$ cat src/rtl/mbox_req_arb_if.sv
// Bundle of EBOX/channel request signals and the MBOX memory port seen by mbox_req_arb.
// The slave modport is the arbiter's view; master is the requesters plus memory side.
interface mbox_req_arb_if #(
  parameter int ADDR_W = 23,
  parameter int DATA_W = 36
);
  logic              eboxReq;
  logic              eboxRead;
  logic              eboxWrite;
  logic              eboxPSE;
  logic [ADDR_W-1:0] eboxVMA;
  logic [DATA_W-1:0] eboxWData;
  logic              chanReq;
  logic              chanWrite;
  logic [ADDR_W-1:0] chanAdr;
  logic [DATA_W-1:0] chanWData;
  logic              memReq;
  logic              memRead;
  logic              memWrite;
  logic              memPSE;
  logic [ADDR_W-1:0] memAdr;
  logic [DATA_W-1:0] memWData;
  logic              memDone;
  logic [DATA_W-1:0] memRData;
  logic              eboxResp;
  logic              chanResp;
  logic [DATA_W-1:0] rData;
  logic              nxmErr;
  logic              nxmClr;
  logic              busy;
  logic              owner;

  modport slave (
    input  eboxReq, eboxRead, eboxWrite, eboxPSE, eboxVMA, eboxWData,
    input  chanReq, chanWrite, chanAdr, chanWData,
    input  memDone, memRData, nxmClr,
    output memReq, memRead, memWrite, memPSE, memAdr, memWData,
    output eboxResp, chanResp, rData, nxmErr, busy, owner
  );

  modport master (
    output eboxReq, eboxRead, eboxWrite, eboxPSE, eboxVMA, eboxWData,
    output chanReq, chanWrite, chanAdr, chanWData,
    output memDone, memRData, nxmClr,
    input  memReq, memRead, memWrite, memPSE, memAdr, memWData,
    input  eboxResp, chanResp, rData, nxmErr, busy, owner
  );
endinterface

$ cat src/rtl/mbox_req_arb.sv
// Two-requester (EBOX / channel) arbiter and sequencer for the MBOX memory port,
// with a per-cycle watchdog that reports non-existent memory.
module mbox_req_arb #(
  parameter int ADDR_W   = 23,
  parameter int DATA_W   = 36,
  parameter int TIMEOUT  = 255,
  parameter int EBOX_PRI = 1
) (
  input  logic clk,
  input  logic resetN,
  mbox_req_arb_if.slave bus
);

  typedef enum logic [1:0] {
    S_IDLE = 2'd0,
    S_WAIT = 2'd1,
    S_RESP = 2'd2
  } state_t;

  localparam logic [7:0] TMO_LAST = 8'(TIMEOUT - 1);

  state_t            state;
  logic [7:0]        timer;
  logic              rr_ptr;   // 1 = channel is favoured on the next tie
  logic              pick_chan;

  logic              mem_req;
  logic              mem_read;
  logic              mem_write;
  logic              mem_pse;
  logic [ADDR_W-1:0] mem_adr;
  logic [DATA_W-1:0] mem_wdata;
  logic              ebox_resp;
  logic              chan_resp;
  logic [DATA_W-1:0] r_data;
  logic              nxm_err;
  logic              busy_q;
  logic              owner_q;

  always_comb begin
    pick_chan = 1'b0;
    if (bus.chanReq && !bus.eboxReq)
      pick_chan = 1'b1;
    else if (bus.chanReq && bus.eboxReq && EBOX_PRI == 0)
      pick_chan = rr_ptr;
  end

  always_ff @(posedge clk or negedge resetN) begin
    if (!resetN) begin
      state     <= S_IDLE;
      timer     <= '0;
      rr_ptr    <= 1'b0;
      mem_req   <= 1'b0;
      mem_read  <= 1'b0;
      mem_write <= 1'b0;
      mem_pse   <= 1'b0;
      mem_adr   <= '0;
      mem_wdata <= '0;
      ebox_resp <= 1'b0;
      chan_resp <= 1'b0;
      r_data    <= '0;
      nxm_err   <= 1'b0;
      busy_q    <= 1'b0;
      owner_q   <= 1'b0;
    end else begin
      // NOTE: non-blocking defaults make these one-cycle strobes; a later
      // assignment in the same block overrides them for this edge only.
      mem_req   <= 1'b0;
      ebox_resp <= 1'b0;
      chan_resp <= 1'b0;
      if (bus.nxmClr)
        nxm_err <= 1'b0;

      case (state)
        S_IDLE: begin
          if (bus.eboxReq || bus.chanReq) begin
            state   <= S_WAIT;
            timer   <= '0;
            mem_req <= 1'b1;
            busy_q  <= 1'b1;
            owner_q <= pick_chan;
            if (pick_chan) begin
              mem_adr   <= bus.chanAdr;
              mem_wdata <= bus.chanWData;
              mem_read  <= ~bus.chanWrite;
              mem_write <= bus.chanWrite;
              mem_pse   <= 1'b0;
            end else begin
              mem_adr   <= bus.eboxVMA;
              mem_wdata <= bus.eboxWData;
              mem_read  <= bus.eboxRead;
              mem_write <= bus.eboxWrite;
              mem_pse   <= bus.eboxPSE;
            end
          end
        end

        S_WAIT: begin
          // Completion takes precedence over a watchdog expiring on the same edge.
          if (bus.memDone) begin
            if (mem_read)
              r_data <= bus.memRData;
            state     <= S_RESP;
            ebox_resp <= ~owner_q;
            chan_resp <= owner_q;
          end else if (timer == TMO_LAST) begin
            nxm_err   <= 1'b1;
            r_data    <= '0;
            state     <= S_RESP;
            ebox_resp <= ~owner_q;
            chan_resp <= owner_q;
          end else begin
            timer <= timer + 8'd1;
          end
        end

        S_RESP: begin
          busy_q    <= 1'b0;
          mem_read  <= 1'b0;
          mem_write <= 1'b0;
          mem_pse   <= 1'b0;
          rr_ptr    <= ~owner_q;
          state     <= S_IDLE;
        end

        default: state <= S_IDLE;
      endcase
    end
  end

  assign bus.memReq   = mem_req;
  assign bus.memRead  = mem_read;
  assign bus.memWrite = mem_write;
  assign bus.memPSE   = mem_pse;
  assign bus.memAdr   = mem_adr;
  assign bus.memWData = mem_wdata;
  assign bus.eboxResp = ebox_resp;
  assign bus.chanResp = chan_resp;
  assign bus.rData    = r_data;
  assign bus.nxmErr   = nxm_err;
  assign bus.busy     = busy_q;
  assign bus.owner    = owner_q;

endmodule

$ cat src/flat_wrapper.sv
// flat-port wrapper written by rule: the top's interface ports become plain ports
module mbox_req_arb_flat 
#(
  parameter int ADDR_W   = 23,
  parameter int DATA_W   = 36,
  parameter int TIMEOUT  = 255,
  parameter int EBOX_PRI = 1
)
  (clk, resetN, bus_eboxReq, bus_eboxRead, bus_eboxWrite, bus_eboxPSE, bus_eboxVMA, bus_eboxWData, bus_chanReq, bus_chanWrite, bus_chanAdr, bus_chanWData, bus_memDone, bus_memRData, bus_nxmClr, bus_memReq, bus_memRead, bus_memWrite, bus_memPSE, bus_memAdr, bus_memWData, bus_eboxResp, bus_chanResp, bus_rData, bus_nxmErr, bus_busy, bus_owner);
  mbox_req_arb_if #(.ADDR_W(ADDR_W), .DATA_W(DATA_W)) bus_i ();
  input  logic clk;
  input  logic resetN;
  input wire logic [$bits(bus_i.eboxReq)-1:0] bus_eboxReq;
  input wire logic [$bits(bus_i.eboxRead)-1:0] bus_eboxRead;
  input wire logic [$bits(bus_i.eboxWrite)-1:0] bus_eboxWrite;
  input wire logic [$bits(bus_i.eboxPSE)-1:0] bus_eboxPSE;
  input wire logic [$bits(bus_i.eboxVMA)-1:0] bus_eboxVMA;
  input wire logic [$bits(bus_i.eboxWData)-1:0] bus_eboxWData;
  input wire logic [$bits(bus_i.chanReq)-1:0] bus_chanReq;
  input wire logic [$bits(bus_i.chanWrite)-1:0] bus_chanWrite;
  input wire logic [$bits(bus_i.chanAdr)-1:0] bus_chanAdr;
  input wire logic [$bits(bus_i.chanWData)-1:0] bus_chanWData;
  input wire logic [$bits(bus_i.memDone)-1:0] bus_memDone;
  input wire logic [$bits(bus_i.memRData)-1:0] bus_memRData;
  input wire logic [$bits(bus_i.nxmClr)-1:0] bus_nxmClr;
  output wire logic [$bits(bus_i.memReq)-1:0] bus_memReq;
  output wire logic [$bits(bus_i.memRead)-1:0] bus_memRead;
  output wire logic [$bits(bus_i.memWrite)-1:0] bus_memWrite;
  output wire logic [$bits(bus_i.memPSE)-1:0] bus_memPSE;
  output wire logic [$bits(bus_i.memAdr)-1:0] bus_memAdr;
  output wire logic [$bits(bus_i.memWData)-1:0] bus_memWData;
  output wire logic [$bits(bus_i.eboxResp)-1:0] bus_eboxResp;
  output wire logic [$bits(bus_i.chanResp)-1:0] bus_chanResp;
  output wire logic [$bits(bus_i.rData)-1:0] bus_rData;
  output wire logic [$bits(bus_i.nxmErr)-1:0] bus_nxmErr;
  output wire logic [$bits(bus_i.busy)-1:0] bus_busy;
  output wire logic [$bits(bus_i.owner)-1:0] bus_owner;
  assign bus_i.eboxReq = bus_eboxReq;
  assign bus_i.eboxRead = bus_eboxRead;
  assign bus_i.eboxWrite = bus_eboxWrite;
  assign bus_i.eboxPSE = bus_eboxPSE;
  assign bus_i.eboxVMA = bus_eboxVMA;
  assign bus_i.eboxWData = bus_eboxWData;
  assign bus_i.chanReq = bus_chanReq;
  assign bus_i.chanWrite = bus_chanWrite;
  assign bus_i.chanAdr = bus_chanAdr;
  assign bus_i.chanWData = bus_chanWData;
  assign bus_i.memDone = bus_memDone;
  assign bus_i.memRData = bus_memRData;
  assign bus_i.nxmClr = bus_nxmClr;
  assign bus_memReq = bus_i.memReq;
  assign bus_memRead = bus_i.memRead;
  assign bus_memWrite = bus_i.memWrite;
  assign bus_memPSE = bus_i.memPSE;
  assign bus_memAdr = bus_i.memAdr;
  assign bus_memWData = bus_i.memWData;
  assign bus_eboxResp = bus_i.eboxResp;
  assign bus_chanResp = bus_i.chanResp;
  assign bus_rData = bus_i.rData;
  assign bus_nxmErr = bus_i.nxmErr;
  assign bus_busy = bus_i.busy;
  assign bus_owner = bus_i.owner;
  mbox_req_arb #(.ADDR_W(ADDR_W), .DATA_W(DATA_W), .TIMEOUT(TIMEOUT), .EBOX_PRI(EBOX_PRI)) u_core (.clk(clk), .resetN(resetN), .bus(bus_i));
endmodule
$ cat config.mk
export PLATFORM = sky130hd
export DESIGN_NAME = mbox_req_arb_flat
export DESIGN_NICKNAME = d
export VERILOG_FILES = /design/src/rtl/mbox_req_arb_if.sv /design/src/rtl/mbox_req_arb.sv /design/src/flat_wrapper.sv
export SDC_FILE = /design/constraint.sdc
export NUM_CORES = 1
export LEC_CHECK = 0
export ABC_CLOCK_PERIOD_IN_PS = 4300
export CORE_UTILIZATION = 40
export CTS_CLUSTER_DIAMETER = 200
export DETAILED_ROUTE_END_ITERATION = 8
export PLACE_DENSITY = 0.82
export SYNTH_ARGS = -nofsm -noshare
export SYNTH_HDL_FRONTEND = slang
export SYNTH_SLANG_ARGS = --single-unit
$ cat constraint.sdc
create_clock -name clk -period 4.3 [get_ports clk]
set_clock_uncertainty 0.05 [all_clocks]
set_input_delay 0.86 -clock clk [delete_from_list [all_inputs] [get_ports clk]]
set_output_delay 0.86 -clock clk [all_outputs]
set_load 0.005 [all_outputs]
==> reports/results.tsv <==
stage	metric	value	unit
clock_tree	worst skew pair latency	0.40	ns
pwr	Power Dens Cells	627	mW/mm²
yosys	EDFF count, synth	0	
routing	Vias	4221	
yosys	mux cell area share after synthesis	12.4	%
pwr	Pint	0.00369	W
yosys	XOR/XNOR share of the synthesized area	0.178	%
placed_design	Placed Instance Area	0.00769	mm²
pwr	sw frac	28.7	%
timing	min cycle time layout	2.57	ns
clock_tree	clock tree sinks	114	
placed_design	routability cong.	0.766	
floorplan	die span in x	113	µm
timing	worst slew margin relative to its limit	31.3	%
yosys	Synth Area in Adders	0.509	%
timing	Final period util	59.8	%
clock_tree	TritonCTS clock tree	done	
critical_path	Worst Path Required	4.52	ns
placed_design	I/O Buffers	267	
floorplan	num rows	40	
floorplan	core area	0.0120	mm²
cells_and_area	Register Area	0.00285	mm²
pwr	VDD IR max	0.000330	V
yosys	Mapped Cells	428	
critical_path	startpoint types	input pin	
clock_tree	CTS Hold Bufs	0	
routing	DRT iter0 DRCs	242	
routing	DR vias/cell	4.97	
cells_and_area	# diodes	0	
cells_and_area	commonest non-fill, non-tap cell in the layout	clkdlybuf4s50_1	
clock_tree	setup bufs post-CTS	0	
routing	Initial DRT Pass Iterations	4	
pwr	LEAKAGE	3.60	nW
timing	Worst-Margin Slew	1.03	ns
pwr	Power Total	0.00518	W
timing	Fmax achieved	389	MHz
yosys	YS warnings	0	
yosys	Synth Cell Area	0.00491	mm²
yosys	largest family of logic cells by synthesized area	compound AO/OA/AOI/OAI gates	
floorplan	IO Pins	268	
critical_path	CP Class	in2reg	
pwr	Clock Power Share	26.6	%
cells_and_area	fraction of layout cells with a size suffix above 1	6.69	%
timing	setup TNS	0	ns
critical_path	CP Capture Type	register	
placed_design	DPL Wire Length	9.98	mm
clock_tree	CTS max path bufs	2	
clock_tree	htree depth	4	
min_path	Hold Path Class	reg2reg	
critical_path	crit path max fanout	39	
grt	gr ovfl total	0	
routing	DRT Wirelength	13.5	mm
yosys	Synth Area in Compound Gates	16.2	%
status	status	finished, final reports clean	
yosys	ys flop type	dfrtp_1	
yosys	FFs w/ async S/R, synth	100	%
grt	GR Util All Layers	21.7	%
timing	RSZ-0062 raised after global routing	false	
timing	Final Max Slew Viols	0	
yosys	Seq/Total Area, Yosys	58.0	%
grt	largest net degree at the start of global routing	107	
yosys	Mean Syn Cell Area	11.5	µm²
yosys	syn_nets	594	
cells_and_area	final net count	859	
cells_and_area	Post-Layout Inst Area	0.00827	mm²
cells_and_area	Fillers	872	
yosys	Synth Area in Simple Gates	8.66	%
clock_tree	PostCTS Resize Cnt	0	
floorplan	chip height	113	µm
routing	remaining routing DRC violations	0	
grt	first-pass GRT wire length	21.2	mm
clock_tree	CTS clk-pin slew, worst paths	0.05	ns
timing	final setup vio count	0	
routing	post-route ant nets	0	
yosys	Distinct cells, synth	35	
grt	vias in the first global route	4274	
grt	antenna violations before repair	0	
pwr	Psw	0.00149	W
pwr	Gate power share	38.2	%
cells_and_area	most frequent cells in the layout	266 x clkdlybuf4s50_1, 114 x dfrtp_1, 66 x nand2_1, 65 x o21ai_1, 61 x mux2i_1	
floorplan	area of the die	0.0127	mm²
cells_and_area	multi-input logic area	0.00188	mm²
pwr	sequential share of power	35.2	%
floorplan	Starting Density	40.9	%
clock_tree	CTS buffer count	17	
yosys	Synth Register Bits	114	
timing	hold violation count in the final report	0	
job	max cap viols	0	
critical_path	Arr. time, crit path	2.79	ns
cells_and_area	Area growth syn-to-layout	68.3	%
clock_tree	root buffer cell	clkbuf_16	
routing	drt wl/cell	15.9	µm
## worst max-delay path: stages
cell and delay (ns):
clkdlybuf4s50_1 0.61, nor2b_4 0.60, buf_12 0.35, mux2i_1 0.25
o21ai_1 0.08
## state kept, by name, summed over array words and instances, names as in the netlist
register	flops
u_core.bus.busy	1
u_core.bus.memWrite	1
u_core.bus.owner	1
u_core.bus.rData	36
u_core.bus.memRead	1
u_core.state	2
u_core.bus.nxmErr	1
u_core.timer	8
u_core.bus.memAdr	23
u_core.bus.memReq	1
u_core.bus.memPSE	1
u_core.bus.eboxResp	1
u_core.bus.chanResp	1
u_core.bus.memWData	36
## power groups by stage
stage / combinational (W) / clock (W) / sequential [W]
6_report: 0.00198 / 0.00138 / 0.00183
5_1_grt: 0.00215 / 0.00146 / 0.00188
4_1_cts: 0.00201 / 0.00140 / 0.00183
3_5_place_dp: 0.00199 / 0 / 0.00183
3_3_place_gp: 0.00195 / 0 / 0.00181
2_1_floorplan: 0.000714 / 0 / 0.00184
## cell type report
type / count / area share [%]
clock buffers: 24 / 6.19
clock inverters: 5 / 0.907
inverters: 6 / 0.272
multi-input cells: 280 / 22.7
flip-flops and latches: 114 / 34.5
well taps: 147 / 2.22
repair buffers: 274 / 33.2
## per-layer routing
| layer | vias to the layer above | part of all wire (%) | global-route usage (%) |
|---|---|---|---|
| li1 | 2047 | - | - |
| met1 | 1951 | 40 | 25.0 |
| met2 | 196 | 49 | 36.9 |
| met3 | 27 | 8.1 | 6.96 |
| met4 | 0 | 2.5 | 10.0 |
| met5 | - | 0 | 0 |
## metrics by stage
step                      setup slack, ns  cells  utilization (%)  hold WS, ns
after global placement               1.38    821             64.0        0.416
final                                1.73    850             68.9        0.428
after detailed placement             1.33    821             64.0        0.424
after floorplan                      2.47    428                -        0.409
after CTS                            1.74    850             68.9        0.435
after global routing                 1.64    850             68.9        0.457
## cells by family (layout without fill, tap and decap cells)
logic type / count (synthesis) / after routing
buffers and inverters: 34 / 309
XOR/XNOR: 1 / 1
AND/OR/NAND/NOR: 94 / 94
flip-flops: 114 / 114
multiplexers: 61 / 61
adder cells (fa/ha/maj): 2 / 2
AO/OA/AOI/OAI: 122 / 122
## worst paths after layout
path	startpoint	endpoint	slack (ns)	cells after the start
worst max register to register	u_core.timer[0]$_DFFE_PN0P_	u_core.timer[4]$_DFFE_PN0P_	2.30	7
max in group asynchronous	resetN	u_core.bus.rData[24]$_DFFE_PN0P_	2.76	2
min in group asynchronous	resetN	u_core.bus.rData[32]$_DFFE_PN0P_	0.60	1
worst max-delay path	bus_chanReq	u_core.bus.memWData[13]$_DFFE_PN0P_	1.73	5
worst min register to register	u_core.bus.memWData[5]$_DFFE_PN0P_	u_core.bus.memWData[5]$_DFFE_PN0P_	0.43	2
worst min-delay path	u_core.bus.memWData[5]$_DFFE_PN0P_	u_core.bus.memWData[5]$_DFFE_PN0P_	0.43	2
## cells in the mapped netlist (2+ instances only)
master	instances	area (µm²)
nand3_1	7	35.0
buf_2	8	40.0
o21ai_1	65	325
a22o_1	37	324
o21ai_2	2	17.5
nor2b_1	2	12.5
mux2i_1	61	611
nand2b_1	2	12.5
nor3_1	2	10.0
nor2_1	6	22.5
nand2_1	66	248
buf_4	10	75.1
a21oi_1	5	25.0
inv_2	2	7.51
ha_1	2	25.0
or3_1	2	12.5
inv_1	4	15.0
clkbuf_1	7	26.3
a21o_1	2	15.0
dfrtp_1	114	2850
and2_1	2	12.5
o21ai_0	5	25.0
buf_6	3	33.8
Note: power is estimated with default switching activity, not from simulation.
